`config.mk`:
```
export PLATFORM = sky130hd
export DESIGN_NAME = inst_dispatch
export DESIGN_NICKNAME = d
export VERILOG_FILES = /design/src/rtl/inst_dispatch_pkg.sv /design/src/rtl/inst_dispatch_fifo.sv /design/src/rtl/inst_dispatch.sv
export SDC_FILE = /design/constraint.sdc
export NUM_CORES = 1
export LEC_CHECK = 0
export ABC_AREA = 1
export CAP_MARGIN = 40
export CORE_ASPECT_RATIO = 1.2
export CORE_MARGIN = 2
export CORE_UTILIZATION = 50
export CTS_BUF_LIST = sky130_fd_sc_hd__clkbuf_16
export DETAILED_ROUTE_END_ITERATION = 6
export PLACE_DENSITY = 0.76
export RECOVER_POWER = 50
export SYNTH_ARGS = -nofsm -noshare
export SYNTH_HDL_FRONTEND = slang
export SYNTH_HIERARCHICAL = 1
export SYNTH_SLANG_ARGS = --single-unit
```
`constraint.sdc`:
```
create_clock -name clk -period 7 [get_ports clk]
set_clock_uncertainty 0.15 [all_clocks]
set_input_delay 1.05 -clock clk [delete_from_list [all_inputs] [get_ports clk]]
set_output_delay 1.05 -clock clk [all_outputs]
set_load 0.02 [all_outputs]
```
`src/rtl/inst_dispatch_pkg.sv`:
```
// Shared definitions for the instruction dispatcher: opcode values, field
// positions of the 32-bit instruction word, FSM encoding and decode helper.
package inst_pkg;

  localparam logic [3:0] OP_NOP   = 4'h0;
  localparam logic [3:0] OP_LOAD  = 4'h1;
  localparam logic [3:0] OP_STORE = 4'h2;
  localparam logic [3:0] OP_CONV  = 4'h3;
  localparam logic [3:0] OP_FC    = 4'h4;
  localparam logic [3:0] OP_SYNC  = 4'h5;
  localparam logic [3:0] OP_HALT  = 4'hF;

  localparam int OP_MSB   = 31;
  localparam int OP_LSB   = 28;
  localparam int DST_MSB  = 27;
  localparam int DST_LSB  = 24;
  localparam int ARG1_MSB = 23;
  localparam int ARG1_LSB = 12;
  localparam int ARG2_MSB = 11;
  localparam int ARG2_LSB = 0;

  typedef enum logic [1:0] {
    ST_IDLE      = 2'd0,
    ST_ISSUE     = 2'd1,
    ST_SYNC_WAIT = 2'd2,
    ST_HALT      = 2'd3
  } state_e;

  typedef enum logic [2:0] {
    CLS_NOP     = 3'd0,
    CLS_CMD     = 3'd1,
    CLS_SYNC    = 3'd2,
    CLS_HALT    = 3'd3,
    CLS_ILLEGAL = 3'd4
  } op_class_e;

  typedef struct packed {
    logic [3:0]  op;
    logic [3:0]  dst;
    logic [11:0] arg1;
    logic [11:0] arg2;
  } cmd_t;

  function automatic op_class_e classify(input logic [3:0] op);
    op_class_e cls;
    case (op)
      OP_NOP:                          cls = CLS_NOP;
      OP_LOAD, OP_STORE, OP_CONV, OP_FC: cls = CLS_CMD;
      OP_SYNC:                         cls = CLS_SYNC;
      OP_HALT:                         cls = CLS_HALT;
      default:                         cls = CLS_ILLEGAL;
    endcase
    return cls;
  endfunction

endpackage

```
`src/rtl/inst_dispatch_fifo.sv`:
```
// Synchronous FIFO buffering fetched instructions; a word pushed into an
// empty FIFO becomes visible to pop only from the following cycle.
module inst_fifo #(
  parameter int DEPTH = 4,
  parameter int IW    = 32
) (
  input  logic          clk,
  input  logic          rst_n,
  input  logic          push,
  input  logic [IW-1:0] wdata,
  input  logic          pop,
  output logic [IW-1:0] rdata,
  output logic          full,
  output logic          empty
);

  localparam int AW = $clog2(DEPTH);

  logic [IW-1:0] mem_q [DEPTH];
  logic [IW-1:0] mem_d [DEPTH];
  logic [AW-1:0] wr_ptr_q, wr_ptr_d;
  logic [AW-1:0] rd_ptr_q, rd_ptr_d;
  logic [AW:0]   cnt_q, cnt_d;
  logic          do_push, do_pop;

  assign full    = (cnt_q == (AW+1)'(DEPTH));
  assign empty   = (cnt_q == {(AW+1){1'b0}});
  assign do_push = push && !full;
  assign do_pop  = pop && !empty;
  assign rdata   = mem_q[rd_ptr_q];

  // Next-state for storage, pointers and occupancy; pointers wrap mod DEPTH.
  always_comb begin
    mem_d    = mem_q;
    wr_ptr_d = wr_ptr_q;
    rd_ptr_d = rd_ptr_q;
    cnt_d    = cnt_q;
    if (do_push) begin
      mem_d[wr_ptr_q] = wdata;
      wr_ptr_d        = wr_ptr_q + AW'(1);
    end else begin
      wr_ptr_d = wr_ptr_q;
    end
    if (do_pop) begin
      rd_ptr_d = rd_ptr_q + AW'(1);
    end else begin
      rd_ptr_d = rd_ptr_q;
    end
    case ({do_push, do_pop})
      2'b10:   cnt_d = cnt_q + (AW+1)'(1);
      2'b01:   cnt_d = cnt_q - (AW+1)'(1);
      default: cnt_d = cnt_q;
    endcase
  end

  // State registers; reset discards contents as well as pointers.
  always_ff @(posedge clk or negedge rst_n) begin
    if (!rst_n) begin
      for (int i = 0; i < DEPTH; i++) begin
        mem_q[i] <= {IW{1'b0}};
      end
      wr_ptr_q <= {AW{1'b0}};
      rd_ptr_q <= {AW{1'b0}};
      cnt_q    <= {(AW+1){1'b0}};
    end else begin
      mem_q    <= mem_d;
      wr_ptr_q <= wr_ptr_d;
      rd_ptr_q <= rd_ptr_d;
      cnt_q    <= cnt_d;
    end
  end

endmodule

```
`src/rtl/inst_dispatch.sv`:
```
// Instruction dispatcher: buffers fetched words, decodes them, issues
// LOAD/STORE/CONV/FC commands and executes SYNC/HALT locally.
module inst_dispatch
  import inst_pkg::*;
#(
  parameter int IW    = 32,
  parameter int DEPTH = 4,
  parameter int OW    = 3
) (
  input  logic          clk,
  input  logic          rst_n,
  input  logic [IW-1:0] instgen_s_data,
  input  logic          instgen_s_valid,
  output logic          instgen_s_ready,
  output logic          cmd_m_valid,
  input  logic          cmd_m_ready,
  output logic [3:0]    cmd_m_op,
  output logic [3:0]    cmd_m_dst,
  output logic [11:0]   cmd_m_arg1,
  output logic [11:0]   cmd_m_arg2,
  input  logic          cmd_done,
  output logic          halted,
  output logic          err_illegal
);

  localparam logic [OW-1:0] OUT_MAX  = {OW{1'b1}};
  localparam logic [OW-1:0] OUT_ZERO = {OW{1'b0}};

  state_e        state_q, state_d;
  cmd_t          cmd_q, cmd_d;
  cmd_t          head;
  logic [OW-1:0] out_q, out_d;
  logic          err_q, err_d;
  logic          rdy_en_q, rdy_en_d;
  logic          fifo_full, fifo_empty, fifo_pop, fifo_push;
  logic [IW-1:0] fifo_rdata;
  logic          accept, illegal_pop, underflow;

  // Ready is held low through reset and rises on the first clock after it.
  assign rdy_en_d        = 1'b1;
  assign instgen_s_ready = rdy_en_q && !fifo_full;
  assign fifo_push       = instgen_s_valid && instgen_s_ready;

  inst_fifo #(
    .DEPTH (DEPTH),
    .IW    (IW)
  ) u_fifo (
    .clk   (clk),
    .rst_n (rst_n),
    .push  (fifo_push),
    .wdata (instgen_s_data),
    .pop   (fifo_pop),
    .rdata (fifo_rdata),
    .full  (fifo_full),
    .empty (fifo_empty)
  );

  assign head.op   = fifo_rdata[OP_MSB:OP_LSB];
  assign head.dst  = fifo_rdata[DST_MSB:DST_LSB];
  assign head.arg1 = fifo_rdata[ARG1_MSB:ARG1_LSB];
  assign head.arg2 = fifo_rdata[ARG2_MSB:ARG2_LSB];

  // A command is withheld while the outstanding counter is saturated.
  assign cmd_m_valid = (state_q == ST_ISSUE) && (out_q != OUT_MAX);
  assign accept      = cmd_m_valid && cmd_m_ready;
  assign cmd_m_op    = cmd_q.op;
  assign cmd_m_dst   = cmd_q.dst;
  assign cmd_m_arg1  = cmd_q.arg1;
  assign cmd_m_arg2  = cmd_q.arg2;
  assign halted      = (state_q == ST_HALT);
  assign err_illegal = err_q;

  // Dispatch FSM: at most one pop per cycle, only from IDLE.
  always_comb begin
    state_d     = state_q;
    cmd_d       = cmd_q;
    fifo_pop    = 1'b0;
    illegal_pop = 1'b0;
    case (state_q)
      ST_IDLE: begin
        if (!fifo_empty) begin
          fifo_pop = 1'b1;
          case (classify(head.op))
            CLS_NOP:     state_d = ST_IDLE;
            CLS_SYNC:    state_d = ST_SYNC_WAIT;
            CLS_HALT:    state_d = ST_HALT;
            CLS_CMD: begin
              cmd_d   = head;
              state_d = ST_ISSUE;
            end
            CLS_ILLEGAL: begin
              illegal_pop = 1'b1;
              state_d     = ST_IDLE;
            end
            default:     state_d = ST_IDLE;
          endcase
        end else begin
          state_d = ST_IDLE;
        end
      end
      ST_ISSUE: begin
        if (accept) begin
          state_d = ST_IDLE;
        end else begin
          state_d = ST_ISSUE;
        end
      end
      ST_SYNC_WAIT: begin
        if (out_q == OUT_ZERO) begin
          state_d = ST_IDLE;
        end else begin
          state_d = ST_SYNC_WAIT;
        end
      end
      ST_HALT:  state_d = ST_HALT;
      default:  state_d = ST_IDLE;
    endcase
  end

  // Outstanding counter: accept and completion in one cycle cancel out;
  // a completion with nothing outstanding is flagged and ignored.
  always_comb begin
    out_d     = out_q;
    underflow = 1'b0;
    case ({accept, cmd_done})
      2'b10: out_d = out_q + OW'(1);
      2'b01: begin
        if (out_q == OUT_ZERO) begin
          underflow = 1'b1;
          out_d     = out_q;
        end else begin
          out_d = out_q - OW'(1);
        end
      end
      default: out_d = out_q;
    endcase
    err_d = err_q | illegal_pop | underflow;
  end

  // State registers.
  always_ff @(posedge clk or negedge rst_n) begin
    if (!rst_n) begin
      state_q  <= ST_IDLE;
      cmd_q    <= '{op: 4'h0, dst: 4'h0, arg1: 12'h000, arg2: 12'h000};
      out_q    <= OUT_ZERO;
      err_q    <= 1'b0;
      rdy_en_q <= 1'b0;
    end else begin
      state_q  <= state_d;
      cmd_q    <= cmd_d;
      out_q    <= out_d;
      err_q    <= err_d;
      rdy_en_q <= rdy_en_d;
    end
  end

endmodule

```
==> summary.txt <==
STA
  – Final hold violations: 0
  – F_max: 0.2227 GHz
  – Total Neg Setup Slack: 0 ns
  – Final slew viol count: ~150
  – Slew HR: -101.6%
  – Final cycle utilization of the critical path: between 60 and 70%
  – Slew @ Worst Pin: between 3 and 4 ns
  – Final setup vio count: 0
  – RSZ-0062 raised after global routing: no
  – Post-layout min period: approximately 4.5 ns
  – Fin worst setup slack: 2.510 ns

Setup path
  – Arrival @ worst endpoint: between 3 and 4 ns
  – Startpoint types: register
  – Reg2Reg Setup Slack: 2.69 ns
  – Crit path kind: reg2out
  – Slowest cell on crit path: nand2_1
  – Worst setup path end: instgen_s_ready
  – Cells along the critical path: nor2_2, nand2_1, inv_2, nor2_1, clkdlybuf4s50_1
  – Crit path max fanout: 60
  – WP buf/inv: 2
  – Reg2reg end: u_fifo/mem_q[37]
  – CP Launch Point: u_fifo/cnt_q[0]
  – CP endpoint kind: primary output
  – CP delay by family, top: simple AND/OR/NAND/NOR gates
  – RR Startpoint: u_fifo/cnt_q[0]
  – Largest stage delay, worst path: roughly 1.5 ns
  – WP depth: 5
  – Reg2reg path depth: 9
  – Worst path required time: approximately 5.8 ns

Floorplan
  – Die Wd: approximately 120 um
  – Core area: around 17000 um^2
  – Die area: between 15000 and 20000 um^2
  – Starting Density: about half
  – Std-Cell Rows: 52
  – Die Ht: about 150 um
  – I/O pin cnt: between 70 and 80

Global route
  – Gr usage total: between 20% and 30%
  – Largest net degree at the start of global routing: 78
  – Antenna violations before repair: 0
  – Grt ovf: 0
  – Vias in the first global route: just over 7000
  – First-pass GRT wire length: around 37 mm

Synthesis
  – Cell Area, Synth: approximately 8500 um^2
  – Library cells used by synthesis: 28
  – Post-Synthesis Cells: between 1000 and 1500
  – Sequential area share after synthesis: between 50% and 60%
  – Synth Net Count: 1100
  – #FFs+latches synth: between 150 and 200
  – Yosys warning count: 6
  – Mean area per synthesized cell: 8.088 um^2

Final layout
  – Final #Nets: 1118
  – Layout cell share with drive strength beyond 1: 5.161%
  – ANT cells: 0
  – Final Non-Filler Cells: around 1300
  – Area delta synth->final: 13.87%
  – Number of fill cells in the layout: roughly 1500

Drt
  – ANT nets after route: 0
  – Vias per cell: roughly 5.8
  – Avg WL per Cell: 17.17 um
  – Drt initial violations: 743
  – Residual DRC: 0
  – Drt total wl: 22.33 mm
  – DR vias: 7573
  – Detailed-router iteration count before antenna repair: 7

CTS
  – Worst-skew pair later-pin latency: 0.44 ns
  – CTS Sinks: around 170
  – Postcts setup bufs: 0
  – Worst-path clk slew: 0.06 ns
  – Post-CTS sizing: 0
  – CTS Hold Buffers Added: 0
  – CTS Buf Count: 17
  – H-tree depth: 4
  – Clock Path Buffers: 2
  – CTS root buf: clkbuf_16
  – CTS tree: done

Job
  – Max cap viols: 3

Pwr
  – Pwr dens: roughly 490 nW/um^2
  – VDD IR max: about 0.28 mV
  – Lkg Pwr: roughly 4.9 nW

Worst hold path
  – Hold Crit Class: reg2reg

Place
  – Place WS: roughly 3.4 ns
  – Hpwl dp: between 10 and 15 mm
  – Port buffer count: between 70 and 80
  – Final RePlAce weighted congestion: about 0.85
  – Inst Count DP: between 1000 and 1500

Status
  – Status: complete, but fails checks
  – Failing checks: max-capacitance violations, max-slew violations
-- placed cells by master, fill, tap and decap left out, drive strengths merged, types with 5 or more instances in the layout --
cell type      instances
nand2                354
dfrtp                174
nand4                163
nor2                 107
o21ai                102
clkdlybuf4s50         60
inv                   35
clkbuf                20
nand3                 18
buf                   15
dlygate4sd3           11
clkinv                10
ha                     5
-- registers in the layout, summed over array words and instances, names as in the netlist --
signal,cells
cmd_m_dst,4
u_fifo/wr_ptr_q,2
cmd_m_arg1,12
out_q,3
rdy_en_q,1
cmd_m_op,4
u_fifo/rd_ptr_q,2
u_fifo/mem_q,128
cmd_m_arg2,12
err_illegal,1
state_q,2
u_fifo/cnt_q,3
-- where the power goes --
part / internal, mW / total [mW] / leakage, nW / switching [mW]
Combinational: 0.701 / 2.21 / 2.41 / 1.51
Sequential: 1.46 / 1.72 / 2.20 / 0.270
Clock: 0.474 / 0.849 / 0.268 / 0.375
Total: 2.63 / 4.78 / 4.88 / 2.15
-- worst reg2reg max path, cell delays in order (launching register included) --
cell     delay [ns]
dfrtp_1        0.42
nor2_2         0.07
nand2_1        1.48
inv_2          0.12
nor3b_2        0.24
buf_4          0.24
buf_4          0.36
nand3_2        0.73
nand2_1        0.31
nand2_1        0.07
-- synthesized netlist by cell type, drive strengths merged --
| master | count | area [um^2] |
|---|---|---|
| xor2 | 1 | 8.760 |
| nor3b | 1 | 7.510 |
| inv | 32 | 120.1 |
| fa | 2 | 40.04 |
| nor2 | 107 | 409.1 |
| o211ai | 2 | 15.01 |
| clkbuf | 18 | 67.56 |
| nand3 | 18 | 122.6 |
| buf | 72 | 430.4 |
| dfrtp | 174 | 4354 |
| nand4 | 163 | 1020 |
| xnor2 | 1 | 8.760 |
| nor3 | 1 | 5.000 |
| conb | 1 | 3.750 |
| clkinv | 1 | 3.750 |
| o21a | 1 | 7.510 |
| o21ai | 102 | 510.5 |
| ha | 5 | 62.56 |
| nand2 | 354 | 1344 |
-- layout make-up --
class	instances	area, um^2	share of cell area (%)
Tap cell	216	270.3	2.779
Timing Repair Buffer	89	894.6	9.199
Inverter	33	123.9	1.274
Clock buffer	17	425.4	4.374
Clock inverter	13	86.33	0.8877
Multi-Input combinational cell	759	3570	36.70
Sequential cell	174	4355	44.78
-- metal layers --
layer | GRT usage (%) | up-vias | part of all wire (%)
li1 | - | 3580 | -
met1 | 36.09 | 3624 | 44
met2 | 41.18 | 326 | 48
met3 | 4.037 | 43 | 6.4
met4 | 10.63 | 0 | 2.1
met5 | 0 | - | 0
-- worst min-delay path by stage --
| stage | start | to | cells past startpoint | slack, ns |
|---|---|---|---|---|
| floorplan | u_fifo/mem_q[0] | u_fifo/mem_q[0] | 2 | 0.29 |
| global placement | cmd_m_op[3] | cmd_m_op[3] | 2 | 0.30 |
| detailed placement | cmd_m_op[3] | cmd_m_op[3] | 2 | 0.30 |
| CTS | cmd_m_op[3] | cmd_m_op[3] | 2 | 0.32 |
| global route | cmd_m_arg2[2] | cmd_m_arg2[2] | 2 | 0.33 |
| finish | cmd_m_arg2[2] | cmd_m_arg2[2] | 2 | 0.31 |
-- per-stage QoR --
stage / power [mW] / instance area [um^2] / utilization (%) / hold WS (ns)
3_5_place_dp: 3.936 / 9236 / 55.02 / 0.3010
5_1_grt: 5.168 / 9726 / 57.94 / 0.3297
2_1_floorplan: 3.330 / 8541 / - / 0.2866
3_3_place_gp: 3.863 / 9146 / 54.49 / 0.2973
4_1_cts: 4.798 / 9748 / 58.07 / 0.3174
6_report: 4.783 / 9726 / 57.94 / 0.3126
-- cell families after synthesis --
kind of cell,Yosys count,synth area share (%)
simple gates,644,34.05
flops,174,50.98
buf+inv,123,7.281
compound gates,105,6.241
fa+ha+maj,7,1.201
xor+xnor,2,0.2051
other cells,1,0.04391
Note: power is estimated with default switching activity, not from simulation.
